File: src/rtl/exu_lsu_ctrl_pkg.sv
// Shared types and helpers for the EXU load/store control slice:
// bus widths, access-size encodings, in-flight entry layout, load data formatting.
package exu_lsu_ctrl_pkg;

   localparam int XLEN      = 32;
   localparam int ADDR_SIZE = 32;
   localparam int LSU_OTF_W = 6;

   typedef enum logic [1:0] {
      LSU_SIZE_B   = 2'b00,
      LSU_SIZE_H   = 2'b01,
      LSU_SIZE_W   = 2'b10,
      LSU_SIZE_RSV = 2'b11
   } lsu_size_e;

   // Field order fixes the 6-bit layout {read, size, usign, ofst}
   typedef struct packed {
      logic      read;
      lsu_size_e size;
      logic      usign;
      logic [1:0] ofst;
   } lsu_otf_ent_t;

   function automatic logic [XLEN-1:0] lsu_fmt_load(input logic [XLEN-1:0] rdata,
                                                     input lsu_otf_ent_t ent);
      logic [XLEN-1:0] shifted;
      logic [XLEN-1:0] fmt;
      shifted = rdata >> {ent.ofst, 3'b000};
      case (ent.size)
         LSU_SIZE_B: fmt = ent.usign ? {24'd0, shifted[7:0]}
                                     : {{24{shifted[7]}}, shifted[7:0]};
         LSU_SIZE_H: fmt = ent.usign ? {16'd0, shifted[15:0]}
                                     : {{16{shifted[15]}}, shifted[15:0]};
         default:    fmt = rdata;
      endcase
      return fmt;
   endfunction

endpackage

File: src/rtl/exu_lsu_ctrl_if.sv
// Handshake bundle around the LSU controller: AGU command/response side,
// memory-side ICB bus and the write-back beat.
interface exu_lsu_ctrl_if
   import exu_lsu_ctrl_pkg::*;
();

   logic                   agu_icb_cmd_valid;
   logic                   agu_icb_cmd_ready;
   logic [ADDR_SIZE-1:0]   agu_icb_cmd_addr;
   logic                   agu_icb_cmd_read;
   logic [XLEN-1:0]        agu_icb_cmd_wdata;
   logic [XLEN/8-1:0]      agu_icb_cmd_wmask;
   logic [1:0]             agu_icb_cmd_size;
   logic                   agu_icb_cmd_usign;
   logic [XLEN-1:0]        agu_icb_rsp_rdata;

   logic                   lsu_icb_cmd_valid;
   logic                   lsu_icb_cmd_ready;
   logic [ADDR_SIZE-1:0]   lsu_icb_cmd_addr;
   logic                   lsu_icb_cmd_read;
   logic [XLEN-1:0]        lsu_icb_cmd_wdata;
   logic [XLEN/8-1:0]      lsu_icb_cmd_wmask;
   logic                   lsu_icb_rsp_valid;
   logic                   lsu_icb_rsp_ready;
   logic [XLEN-1:0]        lsu_icb_rsp_rdata;
   logic                   lsu_icb_rsp_err;

   logic                   lsu_o_valid;
   logic                   lsu_o_ready;
   logic [XLEN-1:0]        lsu_o_wbck_wdat;
   logic                   lsu_o_cmt_ld;
   logic                   lsu_o_cmt_err;
   logic                   lsu_active;

   // Controller side
   modport slave (
      input  agu_icb_cmd_valid, agu_icb_cmd_addr, agu_icb_cmd_read, agu_icb_cmd_wdata,
             agu_icb_cmd_wmask, agu_icb_cmd_size, agu_icb_cmd_usign,
             lsu_icb_cmd_ready, lsu_icb_rsp_valid, lsu_icb_rsp_rdata, lsu_icb_rsp_err,
             lsu_o_ready,
      output agu_icb_cmd_ready, agu_icb_rsp_rdata,
             lsu_icb_cmd_valid, lsu_icb_cmd_addr, lsu_icb_cmd_read, lsu_icb_cmd_wdata,
             lsu_icb_cmd_wmask, lsu_icb_rsp_ready,
             lsu_o_valid, lsu_o_wbck_wdat, lsu_o_cmt_ld, lsu_o_cmt_err, lsu_active
   );

   // Environment side (AGU, memory bus and write-back stage together)
   modport master (
      output agu_icb_cmd_valid, agu_icb_cmd_addr, agu_icb_cmd_read, agu_icb_cmd_wdata,
             agu_icb_cmd_wmask, agu_icb_cmd_size, agu_icb_cmd_usign,
             lsu_icb_cmd_ready, lsu_icb_rsp_valid, lsu_icb_rsp_rdata, lsu_icb_rsp_err,
             lsu_o_ready,
      input  agu_icb_cmd_ready, agu_icb_rsp_rdata,
             lsu_icb_cmd_valid, lsu_icb_cmd_addr, lsu_icb_cmd_read, lsu_icb_cmd_wdata,
             lsu_icb_cmd_wmask, lsu_icb_rsp_ready,
             lsu_o_valid, lsu_o_wbck_wdat, lsu_o_cmt_ld, lsu_o_cmt_err, lsu_active
   );

endinterface

File: src/rtl/exu_lsu_otf_fifo.sv
// Small synchronous FIFO with a fall-through head; full/empty derive from a
// registered occupancy count, so a same-cycle pop never frees a full slot early.
module exu_lsu_otf_fifo #(
   parameter int DEPTH = 2,
   parameter int WIDTH = 6,
   parameter int PTR_W = (DEPTH > 1) ? $clog2(DEPTH) : 1
) (
   input  logic             clk,
   input  logic             rst_n,
   input  logic             push,
   input  logic             pop,
   input  logic [WIDTH-1:0] din,
   output logic [WIDTH-1:0] dout,
   output logic             full,
   output logic             empty
);

   localparam int               CNT_W    = PTR_W + 1;
   localparam logic [PTR_W-1:0] PTR_LAST = PTR_W'(DEPTH - 1);
   localparam logic [CNT_W-1:0] CNT_FULL = CNT_W'(DEPTH);

   logic [WIDTH-1:0] mem_r [DEPTH];
   logic [PTR_W-1:0] wr_ptr_r;
   logic [PTR_W-1:0] rd_ptr_r;
   logic [CNT_W-1:0] cnt_r;
   logic             push_s;
   logic             pop_s;

   function automatic logic [PTR_W-1:0] ptr_inc(input logic [PTR_W-1:0] p);
      logic [PTR_W-1:0] n;
      if (p == PTR_LAST) begin
         n = '0;
      end else begin
         n = p + PTR_W'(1);
      end
      return n;
   endfunction

   assign full   = (cnt_r == CNT_FULL);
   assign empty  = (cnt_r == CNT_W'(0));
   assign push_s = push & ~full;
   assign pop_s  = pop & ~empty;
   assign dout   = mem_r[rd_ptr_r];

   // Pointer and occupancy bookkeeping
   always_ff @(posedge clk or negedge rst_n) begin
      if (!rst_n) begin
         wr_ptr_r <= '0;
         rd_ptr_r <= '0;
         cnt_r    <= '0;
      end else begin
         if (push_s) wr_ptr_r <= ptr_inc(wr_ptr_r);
         if (pop_s)  rd_ptr_r <= ptr_inc(rd_ptr_r);
         case ({push_s, pop_s})
            2'b10:   cnt_r <= cnt_r + CNT_W'(1);
            2'b01:   cnt_r <= cnt_r - CNT_W'(1);
            default: cnt_r <= cnt_r;
         endcase
      end
   end

   // Entry storage
   always_ff @(posedge clk or negedge rst_n) begin
      if (!rst_n) begin
         for (int i = 0; i < DEPTH; i++) mem_r[i] <= '0;
      end else if (push_s) begin
         mem_r[wr_ptr_r] <= din;
      end
   end

endmodule

File: src/rtl/exu_lsu_ctrl.sv
// LSU control: forwards AGU load/store commands to the memory bus, tracks
// outstanding accesses and formats in-order responses into write-back beats.
module exu_lsu_ctrl
   import exu_lsu_ctrl_pkg::*;
#(
   parameter int OTF_DEPTH = 2,
   parameter int OTF_PTR_W = (OTF_DEPTH > 1) ? $clog2(OTF_DEPTH) : 1
) (
   input  logic           clk,
   input  logic           rst_n,
   exu_lsu_ctrl_if.slave  bus
);

   logic         full_s;
   logic         empty_s;
   logic         cmd_valid_s;
   logic         cmd_hsk_s;
   logic         rsp_ready_s;
   logic         rsp_hsk_s;
   logic         o_valid_s;
   lsu_otf_ent_t push_ent_s;
   lsu_otf_ent_t head_s;
   logic [XLEN-1:0] wbck_s;

   assign cmd_valid_s = bus.agu_icb_cmd_valid & ~full_s;
   assign cmd_hsk_s   = cmd_valid_s & bus.lsu_icb_cmd_ready;

   assign bus.lsu_icb_cmd_valid = cmd_valid_s;
   assign bus.agu_icb_cmd_ready = bus.lsu_icb_cmd_ready & ~full_s;
   assign bus.lsu_icb_cmd_addr  = bus.agu_icb_cmd_addr;
   assign bus.lsu_icb_cmd_read  = bus.agu_icb_cmd_read;
   assign bus.lsu_icb_cmd_wdata = bus.agu_icb_cmd_wdata;
   assign bus.lsu_icb_cmd_wmask = bus.agu_icb_cmd_wmask;

   assign push_ent_s.read  = bus.agu_icb_cmd_read;
   assign push_ent_s.size  = lsu_size_e'(bus.agu_icb_cmd_size);
   assign push_ent_s.usign = bus.agu_icb_cmd_usign;
   assign push_ent_s.ofst  = bus.agu_icb_cmd_addr[1:0];

   // A response with nothing outstanding is neither accepted nor forwarded
   assign o_valid_s   = bus.lsu_icb_rsp_valid & ~empty_s;
   assign rsp_ready_s = bus.lsu_o_ready & ~empty_s;
   assign rsp_hsk_s   = bus.lsu_icb_rsp_valid & rsp_ready_s;

   exu_lsu_otf_fifo #(
      .DEPTH (OTF_DEPTH),
      .WIDTH (LSU_OTF_W),
      .PTR_W (OTF_PTR_W)
   ) u_otf_fifo (
      .clk   (clk),
      .rst_n (rst_n),
      .push  (cmd_hsk_s),
      .pop   (rsp_hsk_s),
      .din   (push_ent_s),
      .dout  (head_s),
      .full  (full_s),
      .empty (empty_s)
   );

   // Load result selection; stores write back zero
   always_comb begin
      wbck_s = '0;
      if (head_s.read) begin
         wbck_s = lsu_fmt_load(bus.lsu_icb_rsp_rdata, head_s);
      end else begin
         wbck_s = '0;
      end
   end

   assign bus.lsu_icb_rsp_ready = rsp_ready_s;
   assign bus.lsu_o_valid       = o_valid_s;
   assign bus.lsu_o_wbck_wdat   = wbck_s;
   assign bus.agu_icb_rsp_rdata = wbck_s;
   assign bus.lsu_o_cmt_ld      = head_s.read;
   assign bus.lsu_o_cmt_err     = bus.lsu_icb_rsp_err & o_valid_s;
   assign bus.lsu_active        = ~empty_s;

endmodule

File: src/flat_wrapper.sv
// flat-port wrapper written by rule: the top's interface ports become plain ports
module exu_lsu_ctrl_flat import exu_lsu_ctrl_pkg::*;
#(
   parameter int OTF_DEPTH = 2,
   parameter int OTF_PTR_W = (OTF_DEPTH > 1) ? $clog2(OTF_DEPTH) : 1
)
  (clk, rst_n, bus_agu_icb_cmd_valid, bus_agu_icb_cmd_addr, bus_agu_icb_cmd_read, bus_agu_icb_cmd_wdata, bus_agu_icb_cmd_wmask, bus_agu_icb_cmd_size, bus_agu_icb_cmd_usign, bus_lsu_icb_cmd_ready, bus_lsu_icb_rsp_valid, bus_lsu_icb_rsp_rdata, bus_lsu_icb_rsp_err, bus_lsu_o_ready, bus_agu_icb_cmd_ready, bus_agu_icb_rsp_rdata, bus_lsu_icb_cmd_valid, bus_lsu_icb_cmd_addr, bus_lsu_icb_cmd_read, bus_lsu_icb_cmd_wdata, bus_lsu_icb_cmd_wmask, bus_lsu_icb_rsp_ready, bus_lsu_o_valid, bus_lsu_o_wbck_wdat, bus_lsu_o_cmt_ld, bus_lsu_o_cmt_err, bus_lsu_active);
  exu_lsu_ctrl_if bus_i ();
  input  logic clk;
  input  logic rst_n;
  input wire logic [$bits(bus_i.agu_icb_cmd_valid)-1:0] bus_agu_icb_cmd_valid;
  input wire logic [$bits(bus_i.agu_icb_cmd_addr)-1:0] bus_agu_icb_cmd_addr;
  input wire logic [$bits(bus_i.agu_icb_cmd_read)-1:0] bus_agu_icb_cmd_read;
  input wire logic [$bits(bus_i.agu_icb_cmd_wdata)-1:0] bus_agu_icb_cmd_wdata;
  input wire logic [$bits(bus_i.agu_icb_cmd_wmask)-1:0] bus_agu_icb_cmd_wmask;
  input wire logic [$bits(bus_i.agu_icb_cmd_size)-1:0] bus_agu_icb_cmd_size;
  input wire logic [$bits(bus_i.agu_icb_cmd_usign)-1:0] bus_agu_icb_cmd_usign;
  input wire logic [$bits(bus_i.lsu_icb_cmd_ready)-1:0] bus_lsu_icb_cmd_ready;
  input wire logic [$bits(bus_i.lsu_icb_rsp_valid)-1:0] bus_lsu_icb_rsp_valid;
  input wire logic [$bits(bus_i.lsu_icb_rsp_rdata)-1:0] bus_lsu_icb_rsp_rdata;
  input wire logic [$bits(bus_i.lsu_icb_rsp_err)-1:0] bus_lsu_icb_rsp_err;
  input wire logic [$bits(bus_i.lsu_o_ready)-1:0] bus_lsu_o_ready;
  output wire logic [$bits(bus_i.agu_icb_cmd_ready)-1:0] bus_agu_icb_cmd_ready;
  output wire logic [$bits(bus_i.agu_icb_rsp_rdata)-1:0] bus_agu_icb_rsp_rdata;
  output wire logic [$bits(bus_i.lsu_icb_cmd_valid)-1:0] bus_lsu_icb_cmd_valid;
  output wire logic [$bits(bus_i.lsu_icb_cmd_addr)-1:0] bus_lsu_icb_cmd_addr;
  output wire logic [$bits(bus_i.lsu_icb_cmd_read)-1:0] bus_lsu_icb_cmd_read;
  output wire logic [$bits(bus_i.lsu_icb_cmd_wdata)-1:0] bus_lsu_icb_cmd_wdata;
  output wire logic [$bits(bus_i.lsu_icb_cmd_wmask)-1:0] bus_lsu_icb_cmd_wmask;
  output wire logic [$bits(bus_i.lsu_icb_rsp_ready)-1:0] bus_lsu_icb_rsp_ready;
  output wire logic [$bits(bus_i.lsu_o_valid)-1:0] bus_lsu_o_valid;
  output wire logic [$bits(bus_i.lsu_o_wbck_wdat)-1:0] bus_lsu_o_wbck_wdat;
  output wire logic [$bits(bus_i.lsu_o_cmt_ld)-1:0] bus_lsu_o_cmt_ld;
  output wire logic [$bits(bus_i.lsu_o_cmt_err)-1:0] bus_lsu_o_cmt_err;
  output wire logic [$bits(bus_i.lsu_active)-1:0] bus_lsu_active;
  assign bus_i.agu_icb_cmd_valid = bus_agu_icb_cmd_valid;
  assign bus_i.agu_icb_cmd_addr = bus_agu_icb_cmd_addr;
  assign bus_i.agu_icb_cmd_read = bus_agu_icb_cmd_read;
  assign bus_i.agu_icb_cmd_wdata = bus_agu_icb_cmd_wdata;
  assign bus_i.agu_icb_cmd_wmask = bus_agu_icb_cmd_wmask;
  assign bus_i.agu_icb_cmd_size = bus_agu_icb_cmd_size;
  assign bus_i.agu_icb_cmd_usign = bus_agu_icb_cmd_usign;
  assign bus_i.lsu_icb_cmd_ready = bus_lsu_icb_cmd_ready;
  assign bus_i.lsu_icb_rsp_valid = bus_lsu_icb_rsp_valid;
  assign bus_i.lsu_icb_rsp_rdata = bus_lsu_icb_rsp_rdata;
  assign bus_i.lsu_icb_rsp_err = bus_lsu_icb_rsp_err;
  assign bus_i.lsu_o_ready = bus_lsu_o_ready;
  assign bus_agu_icb_cmd_ready = bus_i.agu_icb_cmd_ready;
  assign bus_agu_icb_rsp_rdata = bus_i.agu_icb_rsp_rdata;
  assign bus_lsu_icb_cmd_valid = bus_i.lsu_icb_cmd_valid;
  assign bus_lsu_icb_cmd_addr = bus_i.lsu_icb_cmd_addr;
  assign bus_lsu_icb_cmd_read = bus_i.lsu_icb_cmd_read;
  assign bus_lsu_icb_cmd_wdata = bus_i.lsu_icb_cmd_wdata;
  assign bus_lsu_icb_cmd_wmask = bus_i.lsu_icb_cmd_wmask;
  assign bus_lsu_icb_rsp_ready = bus_i.lsu_icb_rsp_ready;
  assign bus_lsu_o_valid = bus_i.lsu_o_valid;
  assign bus_lsu_o_wbck_wdat = bus_i.lsu_o_wbck_wdat;
  assign bus_lsu_o_cmt_ld = bus_i.lsu_o_cmt_ld;
  assign bus_lsu_o_cmt_err = bus_i.lsu_o_cmt_err;
  assign bus_lsu_active = bus_i.lsu_active;
  exu_lsu_ctrl #(.OTF_DEPTH(OTF_DEPTH), .OTF_PTR_W(OTF_PTR_W)) u_core (.clk(clk), .rst_n(rst_n), .bus(bus_i));
endmodule
File: config.mk
export PLATFORM = sky130hd
export DESIGN_NAME = exu_lsu_ctrl_flat
export DESIGN_NICKNAME = d
export VERILOG_FILES = /design/src/rtl/exu_lsu_ctrl_pkg.sv /design/src/rtl/exu_lsu_ctrl_if.sv /design/src/rtl/exu_lsu_otf_fifo.sv /design/src/rtl/exu_lsu_ctrl.sv /design/src/flat_wrapper.sv
export SDC_FILE = /design/constraint.sdc
export NUM_CORES = 1
export LEC_CHECK = 0
export CAP_MARGIN = 10
export CORE_AREA = 2 2 98 100
export DETAILED_ROUTE_END_ITERATION = 6
export DIE_AREA = 0 0 100 102
export PLACE_DENSITY = 0.75
export SLEW_MARGIN = 20
export SYNTH_ARGS = -nofsm -noshare
export SYNTH_HDL_FRONTEND = slang
export SYNTH_HIERARCHICAL = 1
export SYNTH_SLANG_ARGS = --single-unit
export TNS_END_PERCENT = 30
File: constraint.sdc
create_clock -name clk -period 4.2 [get_ports clk]
set_clock_uncertainty 0.15 [all_clocks]
set_input_delay 0.42 -clock clk [delete_from_list [all_inputs] [get_ports clk]]
set_output_delay 0.42 -clock clk [all_outputs]
set_load 0.05 [all_outputs]
==> results.md <==
* Share of cells above drive strength 1 at 14.0%
* Outcome: completed
* Global-route wire length before repair at 11000 µm
* Warnings, synthesis at 6
* Mapped cell area at 2400 µm²
* Critical-path maximum fanout at 22
* Hpwl dp at 6270 µm
* Hold endpoint: u_core/u_otf_fifo/mem_r[9]
* GRT Resource Usage Total at 13.9%
* PortBufs at 118
* Synth Instances at 287
* Setup violators final at 0
* Critical Path AT at 3.32 ns
* CP Launch Type: register
* Die Wd at 100 µm
* Residual DRC at 0
* Critical Path RT at 3.63 ns
* Crit path capture type: primary output
* Maximum clock frequency at 257 MHz
* Period utilization at 92.6%
* Hold Vio Cnt, Final at 0
* CTS Sinks at 16
* Hold_buf cts at 0
* Sequential cell area fraction in the yosys report at 16.6%
* Crit Path Class: register to primary output
* Worst slew margin at 51.1%
* Initial antenna violation count at 1
* Post-synthesis register bit count at 16
* Antenna cells at 0
* Chip height at 102 µm
* GR Overflow Total at 0
* Vias in the first global route at 1996
* Total negative setup slack at 0 ns
* Syn Nets at 399
* Clock Path Buffers at 2
* Core Region at 9110 µm²
* Nets at 405
* Area Overhead vs Synth at 22.2%
* RSZ-0062 raised after global routing: no
* WL/cell at 18.9 µm
* Largest net degree at the start of global routing at 30
* Post-CTS Setup Repair Bufs at 0
* Initial Util at 26.4%
* Worst flop-to-flop path endpoint: u_core/u_otf_fifo/mem_r[10]
* Post_cts resized at 0
* Hold WC Path Type: register to register
* MaxCap Viol Count at 0
* Tmin final at 3.89 ns
* FF-to-FF setup slack at 2.21 ns
* Min-delay src: u_core/u_otf_fifo/mem_r[9]
* Num CTS Buffers at 3
* Routability cong. at 0.845
* Avg Cell Area, Syn at 8.38 µm²
* Die area at 10200 µm²
* Vias/cell at 4.79
* Clock latency on the worst-skew pair at 0.25 ns
* Worst Reg-to-Reg Cells at 6
* R2R Path Start: u_core/u_otf_fifo/cnt_r[0]
* Post-route ant nets at 0
* Hold depth at 1
* Final wirelength at 7610 µm
* Yosys cell types at 34
* Iteration-0 DRC Markers at 108
* Row Count at 35
* Worst-path clk slew at 0.06 ns
* Slew @ Worst Pin at 0.731 ns
* Pre-antenna DRT Iters at 4
* Num ports at 251
* Max Transition Viols Final at 0
* CTS tree: done
* H-Tree Depth at 1
* Routed via count at 1932
* Clock root buffer: clkbuf_8
cells by family after synthesis:
group	after synthesis	synth area share (%)
buf+inv	122	36.1
simple gates	65	14.9
compound gates	48	16.0
mux	29	13.6
flops	16	16.6
xor+xnor	6	2.19
fa+ha+maj	1	0.520
stage by stage:
| stage | setup WS (ns) | cell area, µm² | hold slack, ns | cells | util [%] |
|---|---|---|---|---|---|
| global placement | 0.673 | 2880 | 0.344 | 399 | 31.6 |
| global route | 0.161 | 2940 | 0.377 | 403 | 32.3 |
| floorplan | 0.281 | 2400 | -0.0256 | 287 | - |
| CTS | 0.315 | 2940 | 0.361 | 403 | 32.3 |
| finish | 0.312 | 2940 | 0.358 | 403 | 32.3 |
| detailed placement | 0.608 | 2880 | 0.347 | 399 | 31.6 |
cell type report:
type / instances / area, µm²
flip-flops and latches: 16 / 400
clock buffers: 4 / 55.1
fillers: 946 / 6170
multi-input cells: 149 / 1140
well taps: 111 / 139
inverters: 3 / 11.3
repair buffers: 120 / 1200
cell usage after synthesis:
master / count / area, µm²
inv_2: 1 / 3.75
and2_1: 4 / 25.0
a31o_1: 8 / 70.1
nand3b_1: 8 / 60.1
buf_4: 102 / 766
nand2b_1: 2 / 12.5
nand2b_4: 1 / 13.8
mux2_2: 20 / 225
and4b_1: 1 / 10.0
mux4_2: 1 / 22.5
xnor2_1: 3 / 26.3
a21boi_0: 1 / 7.51
nor2_2: 1 / 6.26
a221oi_4: 1 / 26.3
o221a_2: 7 / 78.8
nor2b_1: 5 / 31.3
dfrtp_1: 16 / 400
buf_2: 4 / 20.0
buf_1: 1 / 3.75
xor2_1: 3 / 26.3
and3_2: 1 / 7.51
clkinv_1: 1 / 3.75
nor2_1: 4 / 15.0
inv_1: 1 / 3.75
nand2_1: 35 / 131
o21ai_0: 16 / 80.1
o211ai_1: 8 / 60.1
or3b_1: 1 / 8.76
mux2i_1: 8 / 80.1
a2bb2oi_1: 7 / 61.3
ha_1: 1 / 12.5
nor3b_4: 2 / 37.5
buf_6: 3 / 33.8
clkbuf_1: 9 / 33.8
placed cells by master (no fill, tap or decap), types with 2 or more instances in the layout:
cell type and instances:
a2bb2oi_1 7, a31o_1 8, nand3b_1 8, mux2i_1 8, o211ai_1 8, nor2b_1 5, dfrtp_1 16, nor3b_4 2
and2_1 4, nand2b_1 2, clkdlybuf4s50_1 118, buf_4 2, nand2_1 35, o21ai_0 16, nor2_1 4, clkbuf_8 4
xor2_1 3, o221a_2 7, xnor2_1 3, mux2_2 20
flip-flops by register name, indices dropped and copies added (netlist names):
name / flops
u_core/u_otf_fifo/cnt_r: 2
u_core/u_otf_fifo/mem_r: 12
u_core/u_otf_fifo/rd_ptr_r: 1
u_core/u_otf_fifo/wr_ptr_r: 1
critical path: stages (launching register included):
cell             delay (ns)
dfrtp_1                0.48
mux2_2                 0.59
mux2_2                 0.42
a221oi_4               0.53
o21ai_0                0.27
clkdlybuf4s50_1        0.77
routing by layer:
| layer | routed length [µm] | track usage [%] | vias to the layer above | part of all wire [%] |
|---|---|---|---|---|
| li1 | - | - | 888 | - |
| met1 | 2790 | 14.7 | 897 | 37 |
| met3 | 895 | 6.09 | 20 | 12 |
| met5 | 0 | 0 | - | 0 |
| met2 | 3820 | 25.2 | 127 | 50 |
| met4 | 106 | 4.21 | 0 | 1.4 |
worst max-delay path by stage:
stage                               start                        end  slack, ns  cells after the start
6_report       u_core/u_otf_fifo/rd_ptr_r  bus_agu_icb_rsp_rdata[18]       0.31                      5
3_3_place_gp   u_core/u_otf_fifo/rd_ptr_r  bus_agu_icb_rsp_rdata[20]       0.67                      5
3_5_place_dp   u_core/u_otf_fifo/rd_ptr_r  bus_agu_icb_rsp_rdata[19]       0.61                      5
4_1_cts        u_core/u_otf_fifo/rd_ptr_r  bus_agu_icb_rsp_rdata[19]       0.31                      5
5_1_grt        u_core/u_otf_fifo/rd_ptr_r    bus_lsu_o_wbck_wdat[19]       0.16                      5
2_1_floorplan  u_core/u_otf_fifo/rd_ptr_r    bus_lsu_o_wbck_wdat[21]       0.28                      8
Power is not shown: default switching activity piles up to over one toggle a cycle in this logic, so the estimate is an artifact.
